`config.mk`:
```
export PLATFORM = sky130hd
export DESIGN_NAME = bus_arbiter
export DESIGN_NICKNAME = d
export VERILOG_FILES = /design/src/rtl/bus_arbiter.sv
export SDC_FILE = /design/constraint.sdc
export NUM_CORES = 1
export LEC_CHECK = 0
export CORE_ASPECT_RATIO = 1.75
export CORE_MARGIN = 2
export CORE_UTILIZATION = 43
export CTS_CLUSTER_DIAMETER = 40
export CTS_CLUSTER_SIZE = 16
export DETAILED_ROUTE_END_ITERATION = 10
export GPL_TIMING_DRIVEN = 1
export PLACE_DENSITY = 0.87
export SETUP_SLACK_MARGIN = 0.2
export SLEW_MARGIN = 10
export SYNTH_ARGS = -nofsm -noshare
export SYNTH_HDL_FRONTEND = slang
export SYNTH_SLANG_ARGS = --single-unit
export TNS_END_PERCENT = 5
```
`constraint.sdc`:
```
create_clock -name clock -period 2.63 [get_ports clock]
set_clock_uncertainty 0.2 [all_clocks]
set_input_delay 0.526 -clock clock [delete_from_list [all_inputs] [get_ports clock]]
set_output_delay 0.526 -clock clock [all_outputs]
set_load 0.05 [all_outputs]
```
`src/rtl/bus_arbiter.sv`:
```
// Round-robin arbiter sharing the datapath bus among four requesters, with lockable ownership and a registered bus-mux select.
// Define BUS_ARB_TIMEOUT_EN to force release of a locked owner after MAX_HOLD consecutive owned cycles.
module bus_arbiter #(
    parameter logic [4:0] PARK_SEL = 5'd20,
    parameter int         MAX_HOLD = 8
) (
    input  logic        clock,
    input  logic        clear,
    input  logic [3:0]  req,
    input  logic [3:0]  lock,
    input  logic [19:0] sel_in,
    output logic [3:0]  gnt,
    output logic [4:0]  bus_sel,
    output logic        busy,
    output logic        timeout
);

    typedef enum logic {
        IDLE = 1'b0,
        OWN  = 1'b1
    } state_t;

    state_t     r_state;
    logic [1:0] r_last;
    logic [7:0] r_hcnt;
    logic [3:0] r_gnt;
    logic [4:0] r_bus_sel;
    logic       r_busy;
    logic       r_timeout;

    logic [4:0] w_sel      [4];
    logic [1:0] w_order    [4];
    logic [3:0] w_cand;
    logic [3:0] w_cand_rot;
    logic [3:0] w_excl;
    logic       w_found;
    logic [1:0] w_win;
    logic [3:0] w_win_onehot;
    logic       w_hold;
    logic       w_tmo;

    // w_order[k] is the requester visited k-th in the search starting at last+1.
    genvar gi;
    generate
        for (gi = 0; gi < 4; gi++) begin : g_req
            assign w_sel[gi]      = sel_in[5*gi +: 5];
            assign w_order[gi]    = r_last + 2'(gi + 1);
            assign w_cand_rot[gi] = w_cand[w_order[gi]];
        end
    endgenerate

    // In OWN, r_last is the current owner, so its lock is the only one honoured.
    assign w_hold = (r_state == OWN) && req[r_last] && lock[r_last];

`ifdef BUS_ARB_TIMEOUT_EN
    localparam logic [7:0] HOLD_LIMIT = 8'(MAX_HOLD);

    assign w_tmo  = w_hold && (r_hcnt == HOLD_LIMIT);
    assign w_excl = w_tmo ? (4'b0001 << r_last) : 4'b0000;
`else
    localparam int MAX_HOLD_UNUSED = MAX_HOLD;

    assign w_tmo  = 1'b0;
    assign w_excl = 4'b0000;
`endif

    assign w_cand = req & ~w_excl;

    always_comb begin
        w_found = |w_cand_rot;
        w_win   = w_order[3];
        if (w_cand_rot[0]) begin
            w_win = w_order[0];
        end else if (w_cand_rot[1]) begin
            w_win = w_order[1];
        end else if (w_cand_rot[2]) begin
            w_win = w_order[2];
        end
    end

    assign w_win_onehot = 4'b0001 << w_win;

    always_ff @(posedge clock or posedge clear) begin
        if (clear) begin
            r_state   <= IDLE;
            r_last    <= 2'd3;
            r_hcnt    <= 8'd0;
            r_gnt     <= 4'b0000;
            r_bus_sel <= PARK_SEL;
            r_busy    <= 1'b0;
            r_timeout <= 1'b0;
        end else begin
            r_timeout <= w_tmo;
            case (r_state)
                IDLE: begin
                    if (w_found) begin
                        r_state   <= OWN;
                        r_gnt     <= w_win_onehot;
                        r_bus_sel <= w_sel[w_win];
                        r_last    <= w_win;
                        r_hcnt    <= 8'd1;
                        r_busy    <= 1'b1;
                    end else begin
                        r_gnt     <= 4'b0000;
                        r_bus_sel <= PARK_SEL;
                        r_hcnt    <= 8'd0;
                        r_busy    <= 1'b0;
                    end
                end
                OWN: begin
                    if (w_hold && !w_tmo) begin
                        // Reload every cycle so a changing source code reaches the mux one cycle later.
                        r_bus_sel <= w_sel[r_last];
                        r_hcnt    <= (r_hcnt == 8'hFF) ? r_hcnt : r_hcnt + 8'd1;
                    end else if (w_found) begin
                        r_gnt     <= w_win_onehot;
                        r_bus_sel <= w_sel[w_win];
                        r_last    <= w_win;
                        r_hcnt    <= 8'd1;
                        r_busy    <= 1'b1;
                    end else begin
                        r_state   <= IDLE;
                        r_gnt     <= 4'b0000;
                        r_bus_sel <= PARK_SEL;
                        r_hcnt    <= 8'd0;
                        r_busy    <= 1'b0;
                    end
                end
            endcase
        end
    end

    assign gnt     = r_gnt;
    assign bus_sel = r_bus_sel;
    assign busy    = r_busy;
    assign timeout = r_timeout;

endmodule
```
==> impl_results.md, run 1 <==
- Cell family contributing the most delay on the critical path: compound AO/OA/AOI/OAI gates
- Mapped cell area: 0.00103 mm^2
- DR vias: 1,023
- Hold/Removal Path Class: reg -> reg
- Post-Route WL: approximately 2.6 mm
- Outcome: completed
- CTS buffer count: 3
- Top post-synthesis cells by area: dfrtp_1 22%, mux4_2 11%, dfstp_2 10%, mux2i_1 5.9%, nand3_1 4.9%
- CTS tree: yes
- Worst Path Buf+Inv: 1
- Max Cap Violations: 0
- Hold Vio Cnt, Final: 0
- H-Tree Depth: 1
- Arr. time, crit path: approximately 2300 ps
- CTS root buf: clkbuf_8
- Worst-Skew Late Latency: around 240 ps
- DP Area: 0.00142 mm^2
- Die X: about 41 um
- Mean Syn Cell Area: about 9.3 um^2
- GRT Total Usage: between 20% and 30%
- Clock-pin slew on the worst setup and hold paths: 50 ps
- CP Cell Sequence: clkdlybuf4s50_1, nor2b_1, o21ai_1, o211ai_4, or2_2, a41oi_1
- Core Box Area: ~0.0023 mm^2
- Multi-input logic area: around 620 um^2
- Die height: 68.6 um
- Fin crit share: 87.1%
- Max IR drop VDD: just under 0.0006 V
- Global-route wire length before repair: between 4 and 5 mm
- Reg area: 330 um^2
- Final nets: 180
- Final setup violation count: 0
- Layout cells sized above 1: between 10% and 20%
- FILL cells: ~190
- Clock Sinks: 13
- Vias/cell: 5.88
- Routed Antenna Nets: 0
- Die area: approximately 0.0028 mm^2
- Vias in the first global route: 982
- Slew Limit Fails: 0
- Yosys top cell area share: 22.0%
- Fmax: between 400 and 500 MHz
- Seq/Total Area, Yosys: between 30 and 40%
- Post-DP HPWL: 2.14 mm
- Pwr per Cell Area: approximately 1100 mW/mm^2
- Highest-delay cell along the critical path: clkdlybuf4s50_1
- Starting Density: approximately 45%
- Net count after synthesis: 140
- Post-synth top area cell: dfrtp_1
- Drt initial violations: 22
- Setup crit end kind: flip-flop
- Leakage power: 0.591 nW
- Diodes inserted: 0
- Worst setup path class: in -> reg
- Clock Path Buffers: 2
- Most common cell after layout, fill and taps aside: clkdlybuf4s50_1
- Netlist cell types: 37
- Crit Path Max Fanout: 11
- GP Congestion: roughly 0.9
- Final instance area: 0.00148 mm^2
- Largest net degree at the start of global routing: 21
- Critical Path RT: 2590 ps
- FF+latch count, synth: 13
- RSZ-0062 raised after global routing: no
- Io pins: 41
- Synthesis-to-finish area growth: 44.4%
- Overflow after GRT: 0
- Max incr delay on CP: around 500 ps
- Avg WL per Cell: between 15 and 20 um
- Cells after Synth: between 100 and 150
- Number of core rows: 23
- Synth warn: 0
- Initial antenna violation count: 0
- # DRC: 0
- Setup TNS: 0 ps
- Commonest non-fill, non-tap cells in the layout: 39 x clkdlybuf4s50_1, 13 x nand2_1, 10 x nand3_1
- 1st-pass router iterations: 4
- Fin crit period: ~2300 ps
- Crit start category: input pin
- Port Buffers: 39
==> synth_stat cells <==
cell and count:
nor4b_1 1, o21bai_1 1, o211ai_2 1, buf_2 4
o21ai_0 2, a22o_1 1, or4_4 1, o21ai_1 1
and2_1 1, buf_6 2, nand2b_1 2, o221ai_1 3
a21o_1 1, o211ai_1 5, conb_1 1, nand3_1 10
dfrtp_1 9, nand3b_1 1, clkbuf_1 2, nand2_1 13
a41oi_1 2, o31ai_1 1, o2bb2ai_1 1, or2_2 2
o22ai_1 1, buf_4 3, nor2_1 6, inv_1 2
a21oi_1 5, o21a_1 2, nor2b_1 4, mux2_2 1
mux4_2 5, mux2i_1 6, o211a_1 1, dfstp_2 4
nand4b_1 2
==> worst reg2reg max path, cell delays in order, from the launching register on <==
cell and delay (ps):
dfstp_2 740, nor2b_1 110, a21oi_1 270, o211ai_4 210, or2_2 350, a41oi_1 230
==> per-stage QoR <==
| step | total power [mW] | worst slack [ps] | cells | hold slack [ps] | util (%) |
|---|---|---|---|---|---|
| finish | 1.68 | 339 | 174 | 274 | 65.2 |
| global route | 1.79 | 233 | 174 | 312 | 65.2 |
| CTS | 1.67 | 278 | 173 | 276 | 64.4 |
| detailed placement | 1.48 | 21.7 | 169 | 264 | 62.5 |
| global placement | 1.45 | 142 | 169 | 252 | 62.5 |
| floorplan | 1.19 | 639 | 110 | 200 | - |
==> report_power, final <==
group	switching [mW]	leakage (nW)	internal, mW
Sequential	0.121	0.148	0.314
Combinational	0.586	0.420	0.483
Clock	0.0730	0.0228	0.107
Total	0.780	0.591	0.904
==> cell type report <==
cell class,count,share of cell area (%)
multi-input cells,84,42.1
clock buffers,4,3.04
well taps,25,2.11
inverters,2,0.507
flip-flops and latches,13,22.3
repair buffers,46,29.9
==> worst paths after layout <==
check,to,depth (start not counted),slack (ps),startpoint
max,bus_sel[4]$_DFF_PP1_,6,340,req[3]
min,gnt[3]$_DFFE_PP0N_,2,270,gnt[3]$_DFFE_PP0N_
max reg2reg,bus_sel[4]$_DFF_PP1_,5,440,r_last[0]$_DFFE_PP1P_
min reg2reg,gnt[3]$_DFFE_PP0N_,2,270,gnt[3]$_DFFE_PP0N_
max in group asynchronous,bus_sel[2]$_DFF_PP1_,2,1490,clear
min in group asynchronous,busy$_DFFE_PP0N_,2,390,clear
==> cells by family after synthesis <==
| group | after synthesis | share of synthesized area (%) |
|---|---|---|
| AND/OR/NAND/NOR | 43 | 21.7 |
| other | 1 | 0.366 |
| multiplexers | 12 | 17.9 |
| buffers and inverters | 13 | 7.81 |
| flip-flops | 13 | 32.2 |
| AO/OA/AOI/OAI | 28 | 20.0 |
==> sequential cells by signal, indices dropped and copies added, names as in the netlist <==
signal / count
r_state: 1
r_last: 2
busy: 1
gnt: 4
bus_sel: 5
==> routing by layer <==
layer  GRT usage, %  wire (um)  vias to the layer above
met5              0          0                        -
met4           13.3         89                        0
met3           1.92         96                        9
met2           36.7       1510                       43
met1           22.9        925                      482
li1               -          -                      489
==> timing repair <==
action / CTS / global route
endpoints found under the hold margin: 0 / 0
setup endpoints to repair: 0 / 6
hold buffers: 0 / 0
resized for setup: 0 / 1
setup buffers: 0 / 1
Note: power is estimated with default switching activity, not from simulation.
==> run 2, diff against run 1 <==
CORE_UTILIZATION = 44   (was 43)
CTS_BUF_LIST = sky130_fd_sc_hd__clkbuf_4 sky130_fd_sc_hd__clkbuf_8   (was not set)
PLACE_DENSITY = 0.88   (was 0.87)
==> run 2 against run 1 <==
Register-to-register slack lost 20 ps. Critical path depth shrank 5. First-iteration DRC count grew 50%. Critical path type is now reg -> out. Largest cell class unchanged.
==> impl_results.md, run 2 (same netlist as run 1, synthesis figures left out) <==
- Outcome: completed
- Drt initial violations: 33
- Vias in the first global route: 1,056
- R2R Path Start: r_last[0]$_DFFE_PP1P_
- Fin crit period: ~2300 ps
- Hold path depth: 2
- Largest net degree at the start of global routing: 21
- Max Cap Violations: 0
- Io pins: 41
- Final worst slack: roughly 350 ps
- Gate power share: 62.6%
- R2R depth: 5
- Initial antenna violation count: 0
- Crit start category: flip-flop
- Worst setup path class: reg -> out
- Clock-pin slew on the worst setup and hold paths: roughly 50 ps
- CTS buffer count: 3
- Arr. time, crit path: about 1600 ps
- Fmax: 439 MHz
- Total Power: approximately 1.7 mW
- Cell family contributing the most delay on the critical path: buffers and inverters
- Sequential share of power: a little over a quarter
- Die height: approximately 68 um
- Clock Sinks: 13
- Clock network power share: a little under an eighth
- DR WL met3: around 180 um
- Min-delay src: gnt[1]$_DFFE_PP0N_
- Setup TNS: 0 ps
- Psw: just under 0.8 mW
- Pre-CTS setup slack: roughly 110 ps
- CTS resizes: 0
- Layout cells sized above 1: approximately 16%
- Most common cell after layout, fill and taps aside: clkdlybuf4s50_1
- # DRC: 0
- Int Pwr: 0.897 mW
- 1st-pass router iterations: 4
- Final setup violation count: 0
- Post-Route WL: 3.00 mm
- GP Congestion: approximately 0.84
- Die area: about 0.0027 mm^2
- Slew Limit Fails: 0
- CP Cell Sequence: clkdlybuf4s50_1
- Post-DP HPWL: approximately 2.4 mm
- RSZ-0062 raised after global routing: yes
- Hold Vio Cnt, Final: 0
- Top Layer Used: met4
- GRT Total Usage: 25.6%
- Leakage power: slightly below 0.6 nW
- Highest-delay cell along the critical path: clkdlybuf4s50_1
- H-Tree Depth: 1
- Max IR drop VDD: approximately 0.00056 V
- Avg WL per Cell: approximately 17 um
- Critical Path RT: 1900 ps
- Clock Path Buffers: 2
- Final nets: 179
- Die X: about 41 um
- Starting Density: a little under half
- Routed Antenna Nets: 0
- FILL cells: between 150 and 200
- Fin crit share: between 80% and 90%
- WL met1: approximately 1.1 mm
- Met2 Wirelength: 1.60 mm
- Max incr delay on CP: ~790 ps
- Synthesis-to-finish area growth: 43.2%
- Worst-Skew Late Latency: 250 ps
- Hold/Removal Path Class: reg -> reg
- R2R Setup Slk: between 400 and 500 ps
- Hold Path Sink: gnt[1]$_DFFE_PP0N_
- Max FFs per register: 5
- Switching share of total power: approximately 47%
- Worst Path Buf+Inv: 1
- Overflow after GRT: 0
- RR Endpoint: bus_sel[2]$_DFF_PP1_
- Vias/cell: between 6 and 7
- Least-Margin Pin Slew: approximately 510 ps
- DR vias: roughly 1,100
- Max-slew headroom: 66.0%
- Commonest non-fill, non-tap cells in the layout: 39 x clkdlybuf4s50_1, 13 x nand2_1, 10 x nand3_1
- Core Box Area: approximately 0.0022 mm^2
- Port Buffers: 39
- Diodes inserted: 0
- Pwr per Cell Area: around 1200 mW/mm^2
- Global-route wire length before repair: 4.82 mm
- Crit Path Max Fanout: 1
- CTS root buf: clkbuf_8
- CTS tree: yes
- Setup crit end kind: primary output
- Number of core rows: 23
-- run 2: worst register-to-register path, delay by kind of cell, from the launching register on --
family          cells  cell delay (ps)
flops               1              740
compound gates      3              890
buf+inv             1              230
simple gates        1               50
-- run 2: how the worst max path moves through the flow --
stage                              start  slack [ps]  cells after the start                     to
floorplan                         req[0]         640                      5  r_last[0]$_DFFE_PP1P_
global placement                  req[1]         170                      5  r_last[0]$_DFFE_PP1P_
detailed placement                req[1]         110                      5  r_last[0]$_DFFE_PP1P_
CTS                 bus_sel[2]$_DFF_PP1_         340                      1             bus_sel[2]
global route                      req[3]         190                      7   bus_sel[3]$_DFF_PP0_
finish              bus_sel[2]$_DFF_PP1_         350                      1             bus_sel[2]
-- run 2: timing repair --
item | CTS | global route
buffers inserted | 0 | 1
hold buffers | 0 | 0
endpoints found under the setup margin | 0 | 4
-- run 2: layout make-up --
class	count	area [um^2]	share of cell area (%)
multi-input cells	84	616	41.9
repair buffers	45	435	29.6
flip-flops and latches	13	330	22.5
clock buffers	4	48.8	3.32
well taps	25	31.3	2.13
inverters	2	7.51	0.511
-- run 2: per-stage QoR --
| stage | std cells | hold slack, ps | instance area [um^2] | utilization (%) |
|---|---|---|---|---|
| 5_1_grt | 173 | 281 | 1470 | 65.4 |
| 3_5_place_dp | 168 | 255 | 1410 | 62.9 |
| 4_1_cts | 172 | 266 | 1460 | 65.1 |
| 6_report | 173 | 261 | 1470 | 65.4 |
| 3_3_place_gp | 168 | 257 | 1410 | 62.9 |
| 2_1_floorplan | 110 | 200 | 1030 | - |
-- run 2: per-layer routing --
metal | vias up | GRT usage (%)
li1 | 484 | -
met1 | 505 | 27.2
met2 | 52 | 41.5
met3 | 14 | 5.52
met4 | 0 | 18.8
met5 | - | 0
-- run 2: power by group through the flow --
stage / logic (mW) / registers (mW) / clock network [mW]
floorplan: 0.611 / 0.576 / 0
global placement: 1.01 / 0.434 / 0
detailed placement: 1.04 / 0.441 / 0
CTS: 1.05 / 0.438 / 0.192
global route: 1.15 / 0.455 / 0.207
finish: 1.06 / 0.439 / 0.193
